**src/rtl/vga_board_capture.sv**
```systemverilog
// Rebuilds the 8x8 Game of Life board from a VGA stream by sampling the centre
// pixel of every cell, publishing one board snapshot per complete frame.
module vga_board_capture #(
    parameter int BIT_WIDTH       = 3,
    parameter int BIT_HEIGHT      = 3,
    parameter int CELL_SIZE       = 50,
    parameter int H_BACK          = 48,
    parameter int V_BACK          = 33,
    parameter int H_TOTAL         = 800,
    parameter int SYNC_ACTIVE_LOW = 1,
    parameter int H_ACTIVE        = 640,
    parameter int V_ACTIVE        = 480
) (
    input  logic                                         clk,
    input  logic                                         reset,
    input  logic                                         hsync_in,
    input  logic                                         vsync_in,
    input  logic [1:0]                                   r_in,
    input  logic [1:0]                                   g_in,
    input  logic [1:0]                                   b_in,
    output logic [(1 << (BIT_WIDTH + BIT_HEIGHT)) - 1:0] board,
    output logic                                         board_valid,
    output logic                                         frame_error,
    output logic                                         locked
);
    localparam int BOARD_W = 1 << BIT_WIDTH;
    localparam int BOARD_H = 1 << BIT_HEIGHT;
    localparam int CELLS   = 1 << (BIT_WIDTH + BIT_HEIGHT);
    localparam int X0      = (H_ACTIVE - BOARD_W * CELL_SIZE) / 2;
    localparam int Y0      = (V_ACTIVE - BOARD_H * CELL_SIZE) / 2;
    localparam logic [5:0] RGB_ALIVE = 6'b10_00_10;
    localparam logic [5:0] RGB_DEAD  = 6'b11_10_11;
    localparam logic [9:0] X_SAT     = 10'd1023;

    typedef enum logic [1:0] {
        ST_UNLOCKED = 2'd0,
        ST_SEEK     = 2'd1,
        ST_ACTIVE   = 2'd2,
        ST_PUBLISH  = 2'd3
    } state_t;

    // Returns {recognised, alive} for a sampled colour.
    function automatic logic [1:0] classify(input logic [5:0] rgb);
        case (rgb)
            RGB_ALIVE: classify = 2'b11;
            RGB_DEAD:  classify = 2'b10;
            default:   classify = 2'b00;
        endcase
    endfunction

    logic                    r_hs;
    logic                    r_vs;
    logic [5:0]              r_rgb;
    logic [9:0]              r_x_cnt;
    logic [9:0]              r_y_cnt;
    state_t                  r_state;
    logic [CELLS-1:0]        r_shadow;
    logic                    r_err_acc;
    logic [CELLS-1:0]        r_board;
    logic                    r_valid;
    logic                    r_ferr;
    logic                    r_locked;

    logic                    w_hs_level;
    logic                    w_vs_level;
    logic                    w_hs_edge;
    logic                    w_vs_edge;
    logic [9:0]              w_hpos;
    logic [9:0]              w_vpos;
    logic                    w_col_hit;
    logic                    w_row_hit;
    logic [BIT_WIDTH-1:0]    w_col;
    logic [BIT_HEIGHT-1:0]   w_row;
    logic [1:0]              w_class;
    logic                    w_sample;
    logic                    w_publish;

    // Sync levels normalised so that 1 means deasserted.
    assign w_hs_level = (SYNC_ACTIVE_LOW != 0) ? hsync_in : ~hsync_in;
    assign w_vs_level = (SYNC_ACTIVE_LOW != 0) ? vsync_in : ~vsync_in;
    // Edges are taken as the deasserted level enters the input register, so the
    // counters always describe the pixel currently held in r_rgb.
    assign w_hs_edge  = w_hs_level & ~r_hs;
    assign w_vs_edge  = w_vs_level & ~r_vs;

    assign w_hpos    = (r_x_cnt >= 10'(H_BACK)) ? (r_x_cnt - 10'(H_BACK))
                                                : (r_x_cnt + 10'(H_TOTAL - H_BACK));
    assign w_vpos    = r_y_cnt - 10'(V_BACK);
    assign w_class   = classify(r_rgb);
    assign w_sample  = w_col_hit & w_row_hit;
    assign w_publish = (w_vpos == 10'(V_ACTIVE)) && (w_hpos == 10'd0);

    // Locate the cell whose centre pixel is being presented, if any.
    always_comb begin
        w_col_hit = 1'b0;
        w_col     = '0;
        w_row_hit = 1'b0;
        w_row     = '0;
        for (int c = 0; c < BOARD_W; c++) begin
            w_col_hit = w_col_hit | (w_hpos == 10'(X0 + c * CELL_SIZE + CELL_SIZE / 2));
            w_col     = (w_hpos == 10'(X0 + c * CELL_SIZE + CELL_SIZE / 2)) ? BIT_WIDTH'(c) : w_col;
        end
        for (int r = 0; r < BOARD_H; r++) begin
            w_row_hit = w_row_hit | (w_vpos == 10'(Y0 + r * CELL_SIZE + CELL_SIZE / 2));
            w_row     = (w_vpos == 10'(Y0 + r * CELL_SIZE + CELL_SIZE / 2)) ? BIT_HEIGHT'(r) : w_row;
        end
    end

    // Input stage: one register on every VGA input.
    always_ff @(posedge clk or posedge reset) begin
        if (reset) begin
            r_hs  <= 1'b1;
            r_vs  <= 1'b1;
            r_rgb <= 6'd0;
        end else begin
            r_hs  <= w_hs_level;
            r_vs  <= w_vs_level;
            r_rgb <= {r_in, g_in, b_in};
        end
    end

    // Horizontal and vertical position counters.
    always_ff @(posedge clk or posedge reset) begin
        if (reset) begin
            r_x_cnt <= 10'd0;
            r_y_cnt <= 10'd0;
        end else begin
            if (w_hs_edge) begin
                r_x_cnt <= 10'd0;
            end else if (r_x_cnt != X_SAT) begin
                r_x_cnt <= r_x_cnt + 10'd1;
            end
            if (w_vs_edge) begin
                r_y_cnt <= 10'd0;
            end else if (r_x_cnt == 10'(H_BACK - 1)) begin
                r_y_cnt <= r_y_cnt + 10'd1;
            end
        end
    end

    // Frame state machine with sampling, publishing and registered outputs.
    always_ff @(posedge clk or posedge reset) begin
        if (reset) begin
            r_state   <= ST_UNLOCKED;
            r_shadow  <= '0;
            r_err_acc <= 1'b0;
            r_board   <= '0;
            r_valid   <= 1'b0;
            r_ferr    <= 1'b0;
            r_locked  <= 1'b0;
        end else begin
            r_valid <= 1'b0;
            if (r_x_cnt == X_SAT) begin
                // hsync has gone missing: drop lock without touching the board.
                r_state  <= ST_UNLOCKED;
                r_locked <= 1'b0;
            end else begin
                case (r_state)
                    ST_UNLOCKED: begin
                        if (w_vs_edge) begin
                            r_state  <= ST_SEEK;
                            r_locked <= 1'b1;
                        end
                    end
                    ST_SEEK: begin
                        r_shadow  <= '0;
                        r_err_acc <= 1'b0;
                        if (w_vpos == 10'd0) begin
                            r_state <= ST_ACTIVE;
                        end
                    end
                    ST_ACTIVE: begin
                        if (w_vs_edge) begin
                            r_state <= ST_SEEK;
                            r_ferr  <= 1'b1;
                        end else if (w_publish) begin
                            r_state <= ST_PUBLISH;
                            r_board <= r_shadow;
                            r_ferr  <= r_err_acc;
                            r_valid <= 1'b1;
                        end else if (w_sample) begin
                            r_shadow[{w_row, w_col}] <= w_class[0];
                            if (!w_class[1]) begin
                                r_err_acc <= 1'b1;
                            end
                        end
                    end
                    ST_PUBLISH: begin
                        r_state <= ST_SEEK;
                    end
                    default: begin
                        r_state  <= ST_UNLOCKED;
                        r_locked <= 1'b0;
                    end
                endcase
            end
        end
    end

    assign board       = r_board;
    assign board_valid = r_valid;
    assign frame_error = r_ferr;
    assign locked      = r_locked;
endmodule

```
**config.mk**
```make
export PLATFORM = sky130hd
export DESIGN_NAME = vga_board_capture
export DESIGN_NICKNAME = d
export VERILOG_FILES = /design/src/rtl/vga_board_capture.sv
export SDC_FILE = /design/constraint.sdc
export NUM_CORES = 1
export LEC_CHECK = 0
export ABC_AREA = 1
export BUFFER_PORTS_ARGS = -buffer_cell sky130_fd_sc_hd__buf_2
export CAP_MARGIN = 10
export CORE_MARGIN = 2
export CORE_UTILIZATION = 56
export DETAILED_ROUTE_END_ITERATION = 10
export HOLD_SLACK_MARGIN = 0.08
export PLACE_DENSITY = 0.76
export SYNTH_ARGS = -nofsm -noshare
export SYNTH_HDL_FRONTEND = slang
export SYNTH_SLANG_ARGS = --single-unit
```
**constraint.sdc**
```tcl
create_clock -name clk -period 13.9 [get_ports clk]
set_clock_uncertainty 0.15 [all_clocks]
set_input_delay 1.39 -clock clk [delete_from_list [all_inputs] [get_ports clk]]
set_output_delay 1.39 -clock clk [all_outputs]
set_load 0.03 [all_outputs]
```
# --- After elaboration in Yosys (flattened, before gate mapping) ---
# Cells that the tools add are included.
# W data, S select, Z words.
word_totals:
  register_bits: 162
  out_inout_bits: 67
  in_bits: 10
classes:
  muxes: 47
  bitwise: 21
  reduce_logical: 17
  n_addsub: 5
  magnitude_cmp: 3
  eq_ne: 32
op_table:
  columns: ["op", "n"]
  rows:
  - ["$mux W64", 3]
  - ["$pmux W64 S2", 1]
  - ["$eq A10 B9 Y1 const B", 10]
  - ["$bwmux W64", 1]
  - ["$eq A10 B8 Y1 const B", 5]
  - ["$mux W10", 5]
  - ["$mux W3", 8]
  - ["$add A10 B1 Y10 const B", 2]
  - ["$eq A10 B7 Y1 const B", 2]
  - ["$logic_not A10 Y1", 2]
  - ["$sub A10 B6 Y10 const B", 2]
  - ["$mux W2", 9]
  - ["$mux W1", 16]
  - ["$or A1 B1 Y1", 14]
  - ["$eq A6 B6 Y1 const B", 2]
  - ["$reduce_bool A2 Y1", 6]
  - ["$add A10 B10 Y10 const B", 1]
  - ["$eq A10 B10 Y1 const B", 1]
  - ["$eq A10 B6 Y1 const B", 1]
  - ["$ge A10 B6 Y1 const B", 1]
  - ["$ne A10 B10 Y1 const B", 1]
  - ["$ne A2 B2 Y1 const B", 4]
  - ["$pmux W2 S4", 1]
  - ["$lt A6 B7 Y1 const B", 1]
  - ["other kinds (17)", 26]

# --- Depth between registers and ports, before layout ---
# Gate-level depths: netlist of run 1.
logic_depth:
  depth_word: 19
  ltp_mapped: 22
  mapped_depth_nobuf: 21

# --- Worst setup path before layout of run 1 ---
# OpenSTA, ideal clock, no wires.
synth_timing:
  path_kind: "input port to flip-flop"
  startpoint: "input vsync_in"
  endpoint: "register r_shadow[15]"
  slack_ps: 11017
  setup_time_ps: 117
  stages: 11
  arrival_time_ps: 2616
  cell_sequence: "inv_1 nor2_1 clkinv_1 nand3_1 nor2_1 nand2_2 nand2_4 buf_6 buf_4 nand3_1 nand2_1"
synth_via:
  elab_chain_len: 3
synth_lines:
  columns: ["item", "line_no", "source"]
  rows:
  - ["start, declared", "17", "input logic vsync_in,"]
  - ["$and A1 B1 Y1", "84", "assign w_vs_edge = w_vs_level & ~r_vs;"]
  - ["$ne A2 B2 Y1 (no line)", null, null]
  - ["$reduce_and A5 Y1 (no line)", null, null]
  - ["end signal, assigned by index", "182", "r_shadow[{w_row, w_col}] <= w_class[0];"]
  - ["end, declared", "57", "logic [CELLS-1:0] r_shadow;"]
# No other way between the ends.
# A chain may end at the register's enable or synchronous reset.

# --- Worst setup path after layout of run 1 ---
layout_timing:
  startpoint: "register r_x_cnt[0]"
  endpoint: "register r_board[27], in the netlist board[27]"
layout_via:
  elab_chain_len: 5
layout_lines:
  columns: ["item", "line_no", "source"]
  rows:
  - ["start, declared", "54", "logic [9:0] r_x_cnt;"]
  - ["start signal, assigned", "131", "r_x_cnt <= r_x_cnt + 10'd1;"]
  - ["$add A10 B10 Y10, or another cell as far along", "87", ": (r_x_cnt + 10'(H_TOTAL - H_BACK));"]
  - ["$mux W10", "86", "assign w_hpos = (r_x_cnt >= 10'(H_BACK)) ? (r_x_cnt - 10'(H_BACK))"]
  - ["$logic_not A10 Y1", "91", "assign w_publish = (w_vpos == 10'(V_ACTIVE)) && (w_hpos == 10'd0);"]
  - ["$logic_and A1 B1 Y1", "91", null]
  - ["$reduce_and A4 Y1 (no line) (*)", null, null]
  - ["end signal, assigned", "178", "r_board <= r_shadow;"]
  - ["end, declared", "59", "logic [CELLS-1:0] r_board;"]
# Mark *: on every way between the ends. The rest lies on a longest branch, timed or not.

==> metrics.cfg, run 1 <==
[run_status]
outcome = finished, final reports clean

[yosys]
synth_edf_count = 0
ys_seq_elements = 162
ys_seq_area_frac = 0.465
synth_top_area_share = 0.459
synth_compound_area_frac = 0.0563
ys_types = 36
ys.flop_type = dfrtp_1
yosysWarningCount = 0
synthXorXnorAreaFrac = 0.00401
synthSimpleGateAreaFrac = 0.380
synth_top_family_by_area = simple AND/OR/NAND/NOR gates
syn_nets = 1255
postSynthCellCount = 1229
ys_async_sr_fraction = 1.00
synthAdderAreaFrac = 0.0229
synth_area_leaders = dfrtp_1 (46%), nand2_1 (23%), nor2_1 (5.1%), nand3_1 (4.1%), o21ai_0 (4.0%)
synthMuxAreaShare = 0
synth_top_area_cell = dfrtp_1
synth_area_um2 = 8730
synth.avg_cell_area_um2 = 7.10

[clock_tree]
cts_root_buf = clkbuf_16
postCtsSetupBuffers = 0
h-tree-depth = 4
cts.repair.resized = 0
cts.path.max_buffers = 2
cts_tree = yes
clk-insertion-delay-late_ps = 430
cts_made_buffers = 17
holdBufCountCts = 0
clk_pin_slew_ps = 60
cts_sinks = 162

[worst_setup_path]
r2r-end = board[27]$_DFFE_PP0P_
reg2reg_depth = 15
reg2reg_from = r_x_cnt[0]$_DFFE_PP0P_
end_kind = flop
crit_path_max_fanout = 66
crit_top_cell = nand2_1
cp.arrival_ps = 4110
critPathSlowestCell = inv_2
worst_ep_required_time_ps = 14070
path_class = flop to flop
worstPathCellList = ha_1 -> inv_2 -> nor2_1 -> nand3_1 -> nor2_1 -> nand2_1 -> nor2_2 -> inv_2 -> nand2_1 -> inv_1 -> nand3_2 -> buf_4 -> inv_2 -> nand2_1 -> nand2_1
critPathBufInv = 5
cp_top_family = simple AND/OR/NAND/NOR gates
cp-start-kind = flop
critPathMaxStageDelay_ps = 640
r2r_slack_ps = 9960

[global_route]
grt_overflow = 0
grtUsageTotal = 0.261
use_met1 = 0.351
grt_max_degree = 100
grt_first_pass_wirelength_mm = 34.5
gr-usage-met2 = 0.425
busiest_layer = met2
use_met3 = 0.0561
antenna_found_initial = 0
grt_pass1_vias = 7087

[cells_and_area]
antenna_cells = 0
final_cell_mix = nand2_1 (540), dfrtp_1 (160), nor2_1 (119)
final_util = 0.639
fin_nets = 1301
final_cells = 1476
mostFrequentLayoutCell = nand2_1
fin_area_um2 = 9710
layout-drive-gt1-share = 0.119
area_growth_syn_to_layout_pct = 11.3
nFillCells = 1379

[placement]
gp_congestion = 0.895
dp_cells = 1444
post-place-ws_ps = 9920
numPortBuffers = 76
post-dp-hpwl_mm = 13.2
postPlaceCellArea_um2 = 9130

[routing]
wl_mm = 20.6
drtIter0Drc = 736
drtPass1Iterations = 5
vias = 7752
avgRoutedWirePerCell_um = 14.0
ant_nets = 0
via_per_inst = 5.25
drc = 0

[timing]
slew_viol_final = 0
setup_slack_ps = 9960
period_share = 0.283
hold_violations = 0
fin_crit_ps = 3940
timing.fmax_mhz = 254
setup_violations = 0
slew_headroom = 0.278
tns_ps = 0
rsz0062_at_grt = no
worst_pin_slew_ps = 1080

[worst_hold_path]
hp-start = r_shadow[2]$_DFFE_PP0P_
hold_class = flop to flop
hold_path_end = board[2]$_DFFE_PP0P_
hold-path-cell-count = 2

[power_and_ir_drop]
p_leak_nw = 5.82
power_density_nw_per_um2 = 101
max-vdd-ir-drop_mv = 0.0810

[job]
drv_cap = 0

[floorplanning]
io_pins = 77
initial_core_util = 0.574
chipHeight_um = 129
core_area_um2 = 15200
die_area_um2 = 16600
die_x_um = 129
num_rows = 45

-- kinds of logic (layout without fill, tap and decap cells) --
logic type | Yosys count | in the layout
and+or+nand+nor | 801 | 801
DFF | 162 | 162
buffers and inverters | 153 | 212
AOI/OAI and AO/OA | 93 | 93
adders and majority gates | 16 | 16
xor gates and xnor gates | 4 | 4
-- layout make-up --
class	instances	area, um2	area share
inverter	100	380	0.0392
tap	188	235	0.0242
sequential	162	4060	0.418
clock inverter	12	123	0.0126
multi-input combinational	914	4050	0.417
clock buffer	20	457	0.0470
timing repair buffer	80	410	0.0423
-- worst max-delay path by stage --
stage / from / end / slack [ps] / depth (start not counted)
final: r_x_cnt[0]$_DFFE_PP0P_ / board[27]$_DFFE_PP0P_ / 9960 / 15
after detailed placement: vsync_in / board[27]$_DFFE_PP0P_ / 9920 / 11
after CTS: r_x_cnt[0]$_DFFE_PP0P_ / board[27]$_DFFE_PP0P_ / 9990 / 15
after global routing: r_y_cnt[0]$_DFFE_PP0P_ / board[60]$_DFFE_PP0P_ / 9540 / 14
after global placement: vsync_in / board[14]$_DFFE_PP0P_ / 9980 / 11
after floorplan: reset / board[0]$_DFFE_PP0P_ / 7990 / 1
-- state kept, by name, summed over array words and instances (netlist names) --
name,flops
r_shadow,64
r_y_cnt,10
r_state,2
r_vs,1
board,64
r_err_acc,1
r_hs,1
board_valid,1
r_rgb,6
locked,1
frame_error,1
r_x_cnt,10
-- worst reg2reg max path: cells and delay by family, from the launching register on --
family,cells,cell delay (ps)
AND/OR/NAND/NOR,9,1500
flip-flops,1,380
adder cells (fa/ha/maj),1,260
buffers and inverters,5,1530
-- through the flow --
step | power, mW | hold WS, ps
after global routing | 1.02 | 341
after detailed placement | 0.534 | 309
after CTS | 0.990 | 326
final | 0.985 | 321
after global placement | 0.534 | 305
after floorplan | 0.524 | 292
-- routing by layer --
metal	routed length [um]	vias to the layer above
met3	866	34
met5	0	-
met4	389	0
met1	9600	3610
met2	9750	167
li1	-	3941
-- cell usage after synthesis (all sizes together) (3+ instances only) --
library cell  instances
clkinv                4
clkbuf               25
a21oi                13
xor2                  3
inv                  96
dfrtp               160
nand3                79
nand4                22
nand2               546
a31oi                 3
ha                   16
nor3                 21
nor2                130
buf                  28
o21ai                70
-- power breakdown --
part | total (mW) | internal [mW] | switching (mW)
registers | 0.484 | 0.477 | 0.00745
clock network | 0.460 | 0.259 | 0.200
logic | 0.0412 | 0.0109 | 0.0304
Power figures use the tool's default switching activity.
==> inputs of run 2 (changes only) <==
--- a/config.mk
+++ b/config.mk
@@ -5,11 +5,11 @@
 export SDC_FILE = /design/constraint.sdc
 export NUM_CORES = 1
 export LEC_CHECK = 0
-export ABC_AREA = 1
+export ABC_AREA = 0
 export BUFFER_PORTS_ARGS = -buffer_cell sky130_fd_sc_hd__buf_2
 export CAP_MARGIN = 10
 export CORE_MARGIN = 2
-export CORE_UTILIZATION = 56
+export CORE_UTILIZATION = 54
 export DETAILED_ROUTE_END_ITERATION = 10
 export HOLD_SLACK_MARGIN = 0.08
 export PLACE_DENSITY = 0.76
==> constraint.sdc (replaced) <==
create_clock -name clk -period 3.4 [get_ports clk]
set_clock_uncertainty 0.15 [all_clocks]
set_input_delay 0.34 -clock clk [delete_from_list [all_inputs] [get_ports clk]]
set_output_delay 0.34 -clock clk [all_outputs]
set_load 0.03 [all_outputs]
==> metrics.cfg, run 2 <==
[yosys]
synth_area_leaders = dfrtp_1 (45%), nand2_1 (5.1%), mux2_2 (4.2%), a221o_1 (3.8%), a21oi_1 (3.5%)  ; was dfrtp_1 (46%), nand2_1 (23%), nor2_1 (5.1%), nand3_1 (4.1%), o21ai_0 (4.0%)
synth_top_area_share = 0.455  ; was 0.459
ys_seq_area_frac = 0.461  ; was 0.465
ys_types = 79  ; was 36
yosysWarningCount = 0  ; unchanged
ys.flop_type = dfrtp_1  ; unchanged
postSynthCellCount = 925  ; was 1229
ys_async_sr_fraction = 1.00  ; unchanged
synth.avg_cell_area_um2 = 9.51  ; was 7.10 um2
synth_edf_count = 0  ; unchanged
synth_area_um2 = 8800  ; was 8730 um2
synth_top_area_cell = dfrtp_1  ; unchanged
ys_seq_elements = 162  ; unchanged
post-synth-top-count-cell = dfrtp_1  ; was nand2_1
syn_nets = 951  ; was 1255
synthTopCellsByCount = dfrtp_1 (160), nand2_1 (119), a21oi_1 (61)  ; was nand2_1 (540), dfrtp_1 (160), nor2_1 (119)

[cells_and_area]
final_cells = 1316  ; was 1476
area_growth_syn_to_layout_pct = 28.5  ; was 11.3%
antenna_cells = 0  ; unchanged
mostFrequentLayoutCell = dfrtp_1  ; was nand2_1
final_cell_mix = dfrtp_1 (160), nand2_1 (119), buf_4 (114)  ; was nand2_1 (540), dfrtp_1 (160), nor2_1 (119)
nFillCells = 1147  ; was 1379
layout-drive-gt1-share = 0.311  ; was 0.119
fin_nets = 1113  ; was 1301
fin_area_um2 = 11300  ; was 9710 um2

[job]
drv_cap = 0  ; unchanged

[power_and_ir_drop]
p_leak_nw = 5.16  ; was 5.82 nW
intPower_mw = 3.40  ; was 0.747 mW
p_sw_mw = 1.57  ; was 0.238 mW
max-vdd-ir-drop_mv = 0.425  ; was 0.0810 mV
power_density_nw_per_um2 = 440  ; was 101 nW/um2
clockPowerShare = 0.396  ; was 0.467
seq_power_share = 0.400  ; was 0.492
p_comb_frac = 0.204  ; was 0.042
p_sw_frac = 0.316  ; was 0.242

[worst_setup_path]
critPathSlowestCell = or4b_4  ; was inv_2
crit_path_max_fanout = 9  ; was 66
worstPathCellList = clkinv_4 -> ha_4 -> or4b_4 -> a21o_1 -> a311o_1 -> a2111oi_4 -> o21ba_4 -> a211o_4 -> o21a_4 -> a221o_1  ; was ha_1 -> inv_2 -> nor2_1 -> nand3_1 -> nor2_1 -> nand2_1 -> nor2_2 -> inv_2 -> nand2_1 -> inv_1 -> nand3_2 -> buf_4 -> inv_2 -> nand2_1 -> nand2_1
cp-start-kind = flop  ; unchanged
reg2reg_from = r_y_cnt[1]$_DFFE_PP0P_  ; was r_x_cnt[0]$_DFFE_PP0P_
critPathBufInv = 1  ; was 5
worst_ep_required_time_ps = 3560  ; was 14070 ps
r2r_slack_ps = -140  ; was 9960 ps
reg2reg_depth = 10  ; was 15
cp_top_family = compound AO/OA/AOI/OAI gates  ; was simple AND/OR/NAND/NOR gates
startpoint = r_y_cnt[1]$_DFFE_PP0P_  ; was r_x_cnt[0]$_DFFE_PP0P_
cp_num_cells = 10  ; was 15
critPathMaxStageDelay_ps = 470  ; was 640 ps
crit_end = r_shadow[12]$_DFFE_PP0P_  ; was board[27]$_DFFE_PP0P_
r2r-end = r_shadow[12]$_DFFE_PP0P_  ; was board[27]$_DFFE_PP0P_
end_kind = flop  ; unchanged
cp.arrival_ps = 3700  ; was 4110 ps
path_class = flop to flop  ; unchanged

[routing]
avgRoutedWirePerCell_um = 19.7  ; was 14.0 um
drc = 0  ; unchanged
wl_mm = 25.9  ; was 20.6 mm
via_per_inst = 6.15  ; was 5.25
vias = 8095  ; was 7752
drtPass1Iterations = 5  ; unchanged
drtIter0Drc = 838  ; was 736
ant_nets = 0  ; unchanged

[floorplanning]
chipHeight_um = 132  ; was 129 um
io_pins = 77  ; unchanged
initial_core_util = 0.554  ; was 0.574
num_rows = 46  ; was 45
core_area_um2 = 15900  ; was 15200 um2
die_area_um2 = 17300  ; was 16600 um2
die_x_um = 132  ; was 129 um

[timing]
setup_slack_ps = -139  ; was 9960 ps
timing.fmax_mhz = 283  ; was 254 MHz
fin_crit_ps = 3540  ; was 3940 ps
hold_ws_ps = 320  ; was 321 ps
period_share = 1.04  ; was 0.283
hold_violations = 0  ; unchanged
setup_violations = 65  ; was 0
tns_ps = -6610  ; was 0 ps
rsz0062_at_grt = yes  ; was no
slew_headroom = 0.397  ; was 0.278
slew_viol_final = 0  ; unchanged
worst_pin_slew_ps = 903  ; was 1080 ps

[run_status]
violations = negative setup slack
outcome = finished with violations  ; was finished, final reports clean

[placement]
gp_congestion = 0.970  ; was 0.895
dp_cells = 1261  ; was 1444
post-place-ws_ps = -257  ; was 9920 ps
postPlaceCellArea_um2 = 10200  ; was 9130 um2
post-dp-hpwl_mm = 16.8  ; was 13.2 mm
numPortBuffers = 76  ; unchanged

[global_route]
antenna_found_initial = 0  ; unchanged
use_met3 = 0.0509  ; was 0.0561
gr-usage-met2 = 0.471  ; was 0.425
grt_pass1_vias = 7789  ; was 7087
grt_max_degree = 61  ; was 100
use_met1 = 0.396  ; was 0.351
grt_first_pass_wirelength_mm = 40.6  ; was 34.5 mm
grt_overflow = 0  ; unchanged
busiest_layer = met2  ; unchanged
grtUsageTotal = 0.292  ; was 0.261

[clock_tree]
cts_root_buf = clkbuf_16  ; unchanged
cts_tree = yes  ; unchanged
clk-insertion-delay-late_ps = 430  ; about the same
cts_made_buffers = 17  ; unchanged
cts_sinks = 162  ; unchanged
clk_pin_slew_ps = 70  ; was 60 ps
cts.path.max_buffers = 2  ; unchanged
h-tree-depth = 4  ; unchanged

[worst_hold_path]
hold_class = flop to flop  ; unchanged
hp-start = board[62]$_DFFE_PP0P_  ; was r_shadow[2]$_DFFE_PP0P_

run 2: cell types whose count changed in the layout (fill, tap and decap cells not counted), moves of 27 or more:
cell,previous run,this run
nor2_1,119,38
o21ai_0,70,43
a21oi_1,13,58
nand2_1,540,119
mux2_2,0,33
inv_1,84,42
a221o_1,0,33
nand3_1,71,13
buf_4,4,114
run 2: final cells by class:
cell class	count	area, um2	area share
clock inverter	14	169	0.0149
tap	216	270	0.0239
sequential	162	4060	0.359
clock buffer	18	429	0.0380
multi-input combinational	644	4580	0.405
inverter	45	183	0.0162
timing repair buffer	217	1620	0.143
run 2: logic make-up (layout without fill, tap and decap cells):
group | count (synthesis) | in the layout | synth area share
adder cells (fa/ha/maj) | 16 | 16 | 0.0227
AO/OA/AOI/OAI | 271 | 273 | 0.220
AND/OR/NAND/NOR | 298 | 298 | 0.173
XOR/XNOR | 19 | 19 | 0.0189
flip-flops | 162 | 162 | 0.461
buffers and inverters | 121 | 294 | 0.0567
multiplexers | 38 | 38 | 0.0479
run 2: what timing repair did:
action	CTS	global route
gates resized for setup	34	31
pin swaps	5	15
hold buffers	9	0
setup endpoints to repair	64	131
buffers inserted	5	3
hold endpoints to repair	42	0
cloned	4	5
run 2: worst min-delay path by stage:
stage                            endpoint  cells after the start
finish              board[62]$_DFFE_PP0P_                      2
global route        board[60]$_DFFE_PP0P_                      2
CTS                 board[60]$_DFFE_PP0P_                      2
detailed placement     r_rgb[4]$_DFF_PP0_                      1
global placement       r_rgb[1]$_DFF_PP0_                      1
floorplan                  r_hs$_DFF_PP1_                      0
run 2: per-stage QoR:
stage          total power, mW   util
2_1_floorplan             2.65      -
3_5_place_dp              2.84  0.640
4_1_cts                   5.09  0.700
5_1_grt                   5.13  0.712
6_report                  4.98  0.712
3_3_place_gp              2.82  0.640
run 2: routing by layer:
metal	up-vias	share of wire
li1	3727	-
met1	3919	0.41
met3	58	0.073
met5	-	0
met2	391	0.49
met4	0	0.025
run 2: worst register-to-register path, cell delays in order (launching register included):
cell and delay [ps]:
dfrtp_1 420, clkinv_4 70, ha_4 120, or4b_4 470, a21o_1 210, a311o_1 340
a2111oi_4 400, o21ba_4 220, a211o_4 380, o21a_4 270, a221o_1 370
run 2: power by group through the flow:
| stage | logic [mW] | clock network [mW] | registers (mW) |
|---|---|---|---|
| finish | 1.01 | 1.97 | 1.99 |
| global route | 1.08 | 2.05 | 2.00 |
| CTS | 1.12 | 1.97 | 1.99 |
| detailed placement | 0.809 | 0 | 2.03 |
| global placement | 0.799 | 0 | 2.02 |
| floorplan | 0.620 | 0 | 2.03 |
==> inputs of run 3 (changes only) <==
--- a/config.mk
+++ b/config.mk
@@ -9,9 +9,9 @@
 export BUFFER_PORTS_ARGS = -buffer_cell sky130_fd_sc_hd__buf_2
 export CAP_MARGIN = 10
 export CORE_MARGIN = 2
-export CORE_UTILIZATION = 54
+export CORE_UTILIZATION = 56
 export DETAILED_ROUTE_END_ITERATION = 10
-export HOLD_SLACK_MARGIN = 0.08
+export HOLD_SLACK_MARGIN = 0.1
 export PLACE_DENSITY = 0.76
 export SYNTH_ARGS = -nofsm -noshare
 export SYNTH_HDL_FRONTEND = slang
==> constraint.sdc (replaced) <==
create_clock -name clk -period 4 [get_ports clk]
set_clock_uncertainty 0.15 [all_clocks]
set_input_delay 0.4 -clock clk [delete_from_list [all_inputs] [get_ports clk]]
set_output_delay 0.4 -clock clk [all_outputs]
set_load 0.03 [all_outputs]
==> metrics.cfg, run 3 (synthesis gave the netlist of run 2 again) <==
[global_route]
grt_max_degree = 92  ; was 61
grt_overflow = 0  ; unchanged
grt_first_pass_wirelength_mm = 37.2  ; was 40.6 mm
gr-usage-met2 = 0.433  ; was 0.471
antenna_found_initial = 0  ; unchanged
busiest_layer = met2  ; unchanged
use_met1 = 0.406  ; was 0.396
grtUsageTotal = 0.282  ; was 0.292
grt_pass1_vias = 7150  ; was 7789
use_met3 = 0.0462  ; was 0.0509

[cells_and_area]
antenna_cells = 0  ; unchanged
layout-drive-gt1-share = 0.212  ; was 0.311
area_growth_syn_to_layout_pct = 16.1  ; was 28.5%
regArea_um2 = 4060  ; about the same
final_cells = 1221  ; was 1316
fin_nets = 1023  ; was 1113
multi_input_area_um2 = 4270  ; was 4580 um2
final_cell_mix = dfrtp_1 (159), nand2_1 (119), buf_2 (76)  ; was dfrtp_1 (160), nand2_1 (119), buf_4 (114)
mostFrequentLayoutCell = dfrtp_1  ; unchanged
nFillCells = 1180  ; was 1147

[routing]
vias = 7664  ; was 8095
wl_mm = 22.7  ; was 25.9 mm
drc = 0  ; unchanged
avgRoutedWirePerCell_um = 18.6  ; was 19.7 um
drtIter0Drc = 848  ; was 838
drtPass1Iterations = 6  ; was 5
ant_nets = 0  ; unchanged
via_per_inst = 6.28  ; was 6.15

[power_and_ir_drop]
power_density_nw_per_um2 = 389  ; was 440 nW/um2
p_leak_nw = 4.65  ; was 5.16 nW
max-vdd-ir-drop_mv = 0.350  ; was 0.425 mV

[floorplanning]
core_area_um2 = 15300  ; was 15900 um2
io_pins = 77  ; unchanged
die_area_um2 = 16700  ; was 17300 um2
die_x_um = 129  ; was 132 um
initial_core_util = 0.577  ; was 0.554
num_rows = 45  ; was 46
chipHeight_um = 129  ; was 132 um

[worst_setup_path]
cp_top_family = compound AO/OA/AOI/OAI gates  ; unchanged
end_kind = flop  ; unchanged
cp.arrival_ps = 3980  ; was 3700 ps
path_class = flop to flop  ; unchanged
critPathMaxStageDelay_ps = 530  ; was 470 ps
reg2reg_depth = 11  ; was 10
cp_num_cells = 11  ; was 10
critPathSlowestCell = a2111oi_1  ; was or4b_4
worstPathCellList = inv_1 -> ha_2 -> buf_4 -> or3b_2 -> nor2_1 -> o31ai_1 -> a2111oi_1 -> a21oi_1 -> a211o_1 -> o21a_4 -> a221o_1  ; was clkinv_4 -> ha_4 -> or4b_4 -> a21o_1 -> a311o_1 -> a2111oi_4 -> o21ba_4 -> a211o_4 -> o21a_4 -> a221o_1
cp-start-kind = flop  ; unchanged
critPathBufInv = 2  ; was 1
worst_ep_required_time_ps = 4170  ; was 3560 ps
crit_path_max_fanout = 33  ; was 9

[timing]
slew_viol_final = 0  ; unchanged
setup_violations = 0  ; was 65
period_share = 0.954  ; was 1.04
tns_ps = 0  ; was -6610 ps
slew_headroom = 0.388  ; was 0.397
hold_violations = 0  ; unchanged
timing.fmax_mhz = 262  ; was 283 MHz
fin_crit_ps = 3820  ; was 3540 ps
worst_pin_slew_ps = 917  ; was 903 ps
rsz0062_at_grt = no  ; was yes

[run_status]
outcome = finished, final reports clean  ; was finished with violations

[clock_tree]
postCtsSetupBuffers = 0  ; was 5
clk_pin_slew_ps = 70  ; about the same
cts_sinks = 162  ; unchanged
clk-insertion-delay-late_ps = 430  ; about the same
cts.path.max_buffers = 2  ; unchanged
cts_made_buffers = 17  ; unchanged
cts_root_buf = clkbuf_16  ; unchanged
h-tree-depth = 4  ; unchanged
cts_tree = yes  ; unchanged

[worst_hold_path]
hold_class = flop to flop  ; unchanged
hold-path-cell-count = 2  ; unchanged

[job]
drv_cap = 0  ; unchanged

[placement]
gp_congestion = 0.945  ; was 0.970
post-dp-hpwl_mm = 15.3  ; was 16.8 mm
dp_cells = 1180  ; was 1261
numPortBuffers = 76  ; unchanged

run 3: layout make-up:
cell class / count / area share
Tap cell: 211 / 0.0258
Clock buffer: 17 / 0.0416
Inverter: 45 / 0.0169
Sequential cell: 162 / 0.397
Multi-Input combinational cell: 642 / 0.418
Timing Repair Buffer: 129 / 0.0808
Clock inverter: 15 / 0.0195
run 3: power by group:
| group | internal [mW] | switching (mW) | leakage [nW] |
|---|---|---|---|
| combinational | 0.152 | 0.430 | 2.12 |
| sequential | 1.67 | 0.0384 | 2.23 |
| clock | 0.902 | 0.781 | 0.303 |
| total | 2.72 | 1.25 | 4.65 |
run 3: worst register-to-register path, stage by stage, from the launching register on:
cell and delay [ps]:
dfrtp_1 380, inv_1 120, ha_2 210, buf_4 170, or3b_2 500, nor2_1 160
o31ai_1 110, a2111oi_1 530, a21oi_1 230, a211o_1 400, o21a_4 350, a221o_1 400
run 3: what timing repair did:
item                                    CTS  global route
endpoints found under the hold margin    50             0
hold buffers                              9             0
endpoints found under the setup margin    0            64
resized for setup                         0             4
run 3: per-stage QoR:
| step | util | area [um2] | worst slack, ps | hold slack, ps | total power, mW |
|---|---|---|---|---|---|
| global route | 0.670 | 10200 | 11.8 | 349 | 4.13 |
| global placement | 0.622 | 9490 | 323 | 300 | 2.30 |
| CTS | 0.669 | 10200 | 132 | 333 | 3.98 |
| detailed placement | 0.622 | 9490 | 293 | 317 | 2.31 |
| finish | 0.670 | 10200 | 182 | 330 | 3.97 |
| floorplan | - | 8810 | 13.8 | 254 | 2.20 |
run 3: final timing paths:
path                                              from                  endpoint  slack [ps]
worst max register to register  r_y_cnt[0]$_DFFE_PP0P_   r_shadow[6]$_DFFE_PP0P_         180
max in group asynchronous                        reset  r_shadow[40]$_DFFE_PP0P_        2200
worst min-delay path             board[37]$_DFFE_PP0P_     board[37]$_DFFE_PP0P_         330
worst min register to register   board[37]$_DFFE_PP0P_     board[37]$_DFFE_PP0P_         330
min in group asynchronous                        reset    r_y_cnt[5]$_DFFE_PP0P_         540
worst max-delay path            r_y_cnt[0]$_DFFE_PP0P_   r_shadow[6]$_DFFE_PP0P_         180
run 3: per-layer routing:
metal | part of all wire | vias to the layer above
li1 | - | 3548
met1 | 0.44 | 3716
met2 | 0.46 | 340
met3 | 0.076 | 60
met4 | 0.027 | 0
met5 | 0 | -
